### src/rtl/logic_unit_pkg.sv
// Shared definitions for the pipelined logic unit: op encoding and flag bundle.
package logic_unit_pkg;

  localparam int OP_W = 3;

  typedef enum logic [OP_W-1:0] {
    OP_ZERO = 3'b000,
    OP_OR   = 3'b001,
    OP_XOR  = 3'b010,
    OP_AND  = 3'b011,
    OP_NOR  = 3'b100,
    OP_XNOR = 3'b101,
    OP_NAND = 3'b110,
    OP_ANDN = 3'b111
  } op_e;

  typedef struct packed {
    logic zero;
    logic ones;
    logic parity;
  } flags_t;

endpackage

### src/rtl/logic_core.sv
// Combinational bitwise operation and result flags for one WIDTH-bit operand pair.
module logic_core
  import logic_unit_pkg::*;
#(
  parameter int WIDTH = 16
) (
  input  logic [WIDTH-1:0] i_a,
  input  logic [WIDTH-1:0] i_b,
  input  logic [OP_W-1:0]  i_op,
  output logic [WIDTH-1:0] o_result,
  output flags_t           o_flags
);

  logic [WIDTH-1:0] w_res;

  function automatic logic odd_parity(input logic [WIDTH-1:0] v);
    return ^v;
  endfunction

  // Operation select; codes 000-011 keep the legacy 2-bit meaning.
  always_comb begin
    w_res = '0;
    case (i_op)
      OP_ZERO: w_res = '0;
      OP_OR:   w_res = i_a | i_b;
      OP_XOR:  w_res = i_a ^ i_b;
      OP_AND:  w_res = i_a & i_b;
      OP_NOR:  w_res = ~(i_a | i_b);
      OP_XNOR: w_res = ~(i_a ^ i_b);
      OP_NAND: w_res = ~(i_a & i_b);
      OP_ANDN: w_res = i_a & ~i_b;
      default: w_res = '0;
    endcase
  end

  assign o_result       = w_res;
  assign o_flags.zero   = (w_res == '0);
  assign o_flags.ones   = &w_res;
  assign o_flags.parity = odd_parity(w_res);

endmodule

### src/rtl/logic_unit_pipe.sv
// Two-stage valid/ready pipeline around logic_core; outputs come straight from S2.
module logic_unit_pipe
  import logic_unit_pkg::*;
#(
  parameter int WIDTH = 16
) (
  input  logic             clk,
  input  logic             rst_n,
  input  logic             in_valid,
  output logic             in_ready,
  input  logic [WIDTH-1:0] in_a,
  input  logic [WIDTH-1:0] in_b,
  input  logic [2:0]       in_op,
  output logic             out_valid,
  input  logic             out_ready,
  output logic [WIDTH-1:0] out_result,
  output logic             out_zero,
  output logic             out_ones,
  output logic             out_parity
);

  logic             r_s1_valid;
  logic [WIDTH-1:0] r_s1_a;
  logic [WIDTH-1:0] r_s1_b;
  logic [OP_W-1:0]  r_s1_op;

  logic             r_s2_valid;
  logic [WIDTH-1:0] r_s2_result;
  flags_t           r_s2_flags;

  logic             w_s1_adv;
  logic             w_s2_adv;
  logic [WIDTH-1:0] w_result;
  flags_t           w_flags;

  // A stage may advance when it is empty or the stage after it is moving.
  assign w_s2_adv = !r_s2_valid || out_ready;
  assign w_s1_adv = !r_s1_valid || w_s2_adv;
  assign in_ready = w_s1_adv;

  // S1: operand capture
  always_ff @(posedge clk or negedge rst_n) begin
    if (!rst_n) begin
      r_s1_valid <= 1'b0;
      r_s1_a     <= '0;
      r_s1_b     <= '0;
      r_s1_op    <= '0;
    end else if (w_s1_adv) begin
      r_s1_valid <= in_valid;
      r_s1_a     <= in_a;
      r_s1_b     <= in_b;
      r_s1_op    <= in_op;
    end
  end

  logic_core #(.WIDTH(WIDTH)) u_core (
    .i_a      (r_s1_a),
    .i_b      (r_s1_b),
    .i_op     (r_s1_op),
    .o_result (w_result),
    .o_flags  (w_flags)
  );

  // S2: result and flags; data may refresh under a bubble since it is don't-care then
  always_ff @(posedge clk or negedge rst_n) begin
    if (!rst_n) begin
      r_s2_valid  <= 1'b0;
      r_s2_result <= '0;
      r_s2_flags  <= '0;
    end else if (w_s2_adv) begin
      r_s2_valid  <= r_s1_valid;
      r_s2_result <= w_result;
      r_s2_flags  <= w_flags;
    end
  end

  assign out_valid  = r_s2_valid;
  assign out_result = r_s2_result;
  assign out_zero   = r_s2_flags.zero;
  assign out_ones   = r_s2_flags.ones;
  assign out_parity = r_s2_flags.parity;

endmodule

### config.mk
export PLATFORM = sky130hd
export DESIGN_NAME = logic_unit_pipe
export DESIGN_NICKNAME = d
export VERILOG_FILES = /design/src/rtl/logic_unit_pkg.sv /design/src/rtl/logic_core.sv /design/src/rtl/logic_unit_pipe.sv
export SDC_FILE = /design/constraint.sdc
export NUM_CORES = 1
export LEC_CHECK = 0
export ABC_AREA = 1
export BUFFER_PORTS_ARGS = -buffer_cell sky130_fd_sc_hd__clkbuf_2
export CORE_ASPECT_RATIO = 0.7
export CORE_MARGIN = 2
export CORE_UTILIZATION = 59
export DETAILED_ROUTE_END_ITERATION = 7
export PLACE_DENSITY = 0.81
export SETUP_SLACK_MARGIN = 0.15
export SLEW_MARGIN = 20
export SYNTH_ARGS = -nofsm -noshare
export SYNTH_HDL_FRONTEND = slang
export SYNTH_SLANG_ARGS = --single-unit
### constraint.sdc
create_clock -name clk -period 3.2 [get_ports clk]
set_clock_uncertainty 0.15 [all_clocks]
set_input_delay 0.64 -clock clk [delete_from_list [all_inputs] [get_ports clk]]
set_output_delay 0.64 -clock clk [all_outputs]
set_load 0.05 [all_outputs]
==> impl_results.md <==
- Outcome: finished clean
- P_leak: 2.76 nW
- Largest net degree at the start of global routing: 71
- First-pass GRT wire length: 17,400 um
- Area of the mapped netlist: 4480 um^2
- Fin cells: 744
- Core Area: 7320 um^2
- Share of layout cells above drive strength 1: 0.159
- Synth area leader: dfrtp_1
- Vias/cell: 5.39
- Die W: 108 um
- Top cells by area, synth: dfrtp_1 (31%), ha_1 (18%), nand2_1 (13%)
- Die H: 76.9 um
- Max-cap check violation count: 0
- Post-synthesis xor/xnor area fraction: 0.00391
- Critical Path RT: 3.26 ns
- Drt pass-1 iters: 7
- CTS root buffer: clkbuf_8
- Final nets: 748
- Endpoints failing hold: 0
- Clock net sink count: 56
- Fmax achieved: 364 MHz
- # rows: 26
- RSZ-0062 raised after global routing: no
- Post-synth net total: 708
- Final worst slack: 0.455 ns
- Ports: 60
- Placed Cells: 736
- Mux cell area share after synthesis: 0.00251
- Buffers added on ports: 59
- Via Count: 4,012
- # hold bufs at CTS: 0
- Max Slew Vio Count: 0
- Register Area: 1400 um^2
- Crit path DAT: 2.81 ns
- WS Path Type: reg2reg
- Tcrit/Tclk final: 0.858
- Clk pin slew, worst setup/hold paths: 0.11 ns
- Worst-path fanout max: 17
- Final-layout fill cell count: 628
- Yosys reg bits: 56
- Top cell type's share of synthesized area: 0.313
- WL final: 10,000 um
- Initial Utilization: 0.612
- Multi-input combinational cell area: 2520 um^2
- TritonCTS clock tree: done
- Synth Warn #: 0
- Part of the Yosys area used for sequential elements: 0.313
- DP HPWL: 7300 um
- Final Wtd Congestion: 0.842
- Slew headroom: 0.466
- Setup TNS after final layout: 0 ns
- Worst min-delay path class: in2async
- DR DRC count: 0
- Drt wl/cell: 13.5 um
- CTS resizes: 0
- Power Density: 524 nW/um^2
- Final ANT Viol Nets: 0
- Most frequent cells in the layout: nand2_1 (150), inv_1 (89), nand4_1 (64), ha_1 (64), clkbuf_2 (59)
- Largest family of logic cells by synthesized area: simple AND/OR/NAND/NOR gates
- Layout area overhead: 8.26%
- Diodes inserted: 0
- Power Total: 2.54 mW
- Slew @ Worst Pin: 0.801 ns
- Post-Synth Simple-Gate Area: 0.306
- Post-Synthesis Cells: 605
- Worst Setup Start Kind: flop
- Mean Syn Cell Area: 7.41 um^2
- Final setup violation count: 0
- CTS max path bufs: 2
- Num CTS Buffers: 5
- Minimum clock period: 2.74 ns
- GRT Util Overall: 0.257
- Post-synthesis compound-gate area fraction: 0.0698
- H-tree Lvls: 2
- Die area: 8320 um^2
- Postcts setup bufs: 0
- Synth cell types: 26
- Setup WS pre-CTS: 0.528 ns
- Commonest non-fill, non-tap cell in the layout: nand2_1
- Clk_lat worst skew: 0.31 ns
- Vias in the first global route: 3,797
- Drt initial violations: 326
- Initial antenna violation count: 0
- Crit. End Element: flop
- Grt total ovfl: 0
- Max VDD drop: 0.308 mV
- Adder and majority gate portion of the synthesized area: 0.179
==> area by class of cell <==
class | count | area share
tap | 98 | 0.0253
clock inverter | 2 | 0.00309
timing repair buffer | 69 | 0.0763
multi-input combinational | 422 | 0.519
sequential | 56 | 0.289
clock buffer | 6 | 0.0170
inverter | 91 | 0.0704
==> layer usage <==
layer | GRT usage | up-vias | wire length, um
li1 | - | 2008 | -
met4 | 0.0538 | 0 | 78
met2 | 0.425 | 117 | 4750
met1 | 0.359 | 1875 | 4710
met3 | 0.0349 | 12 | 465
met5 | 0 | - | 0
==> worst max-delay path, cell delays in order (launching register included) <==
cell and delay (ns):
dfrtp_1 0.40, inv_2 0.26, buf_4 0.29, nand3_1 0.12
o21ai_0 0.19, nor2_1 0.06, nand2_1 0.16, inv_1 0.07
ha_1 0.31, nor2_1 0.17, inv_1 0.06, nand2_1 0.07
nand2_1 0.05, nand2_1 0.09, nand2_1 0.06, nand3_1 0.08
nand2_1 0.06
==> sequential cells by signal, indices dropped and copies added, names as in the netlist <==
register and count:
out_ones 1, out_zero 1, r_s1_valid 1, out_result 16
out_parity 1, r_s1_a 16, r_s1_op 3, out_valid 1
r_s1_b 16
==> worst paths after layout <==
| kind | from | endpoint | slack, ns | depth (start not counted) |
|---|---|---|---|---|
| min reg2reg | out_result[10]$_DFFE_PN0P_ | out_result[10]$_DFFE_PN0P_ | 0.34 | 2 |
| max reg2reg | r_s1_op[0]$_DFFE_PN0P_ | out_parity$_DFFE_PN0P_ | 0.46 | 16 |
| min | rst_n | r_s1_b[15]$_DFFE_PN0P_ | 0.25 | 1 |
| max | r_s1_op[0]$_DFFE_PN0P_ | out_parity$_DFFE_PN0P_ | 0.46 | 16 |
| min in group clk | out_result[10]$_DFFE_PN0P_ | out_result[10]$_DFFE_PN0P_ | 0.34 | 2 |
| max in group asynchronous | rst_n | out_result[6]$_DFFE_PN0P_ | 1.81 | 2 |
==> where the power goes <==
part	total, mW	leakage [nW]	internal [mW]	switching, mW
sequential	0.889	0.679	0.814	0.0747
combinational	1.23	2.04	0.367	0.865
clock	0.420	0.0434	0.176	0.244
==> synth_stat cells (all sizes together) <==
| library cell | number |
|---|---|
| buf | 24 |
| o31ai | 2 |
| nand2 | 160 |
| mux2 | 1 |
| clkbuf | 12 |
| nand4 | 64 |
| dfrtp | 56 |
| nand3 | 20 |
| nand3b | 1 |
| ha | 64 |
| nor2 | 55 |
| o21ai | 52 |
| inv | 90 |
| xnor2 | 2 |
| or2 | 1 |
| clkinv | 1 |
==> stage by stage <==
step                instance area [um^2]   util  hold slack (ns)
floorplan                           4480      -            0.194
global placement                    4750  0.650            0.314
detailed placement                  4750  0.650            0.316
CTS                                 4850  0.663            0.277
global route                        4850  0.663            0.318
finish                              4850  0.663            0.253
==> kinds of logic (layout without fill, tap and decap cells) <==
kind of cell / Yosys count / in the layout
compound gates: 54 / 54
flops: 56 / 56
fa+ha+maj: 64 / 64
buf+inv: 127 / 168
mux: 1 / 1
simple gates: 301 / 301
xor+xnor: 2 / 2
Note: power is estimated with default switching activity, not from simulation.
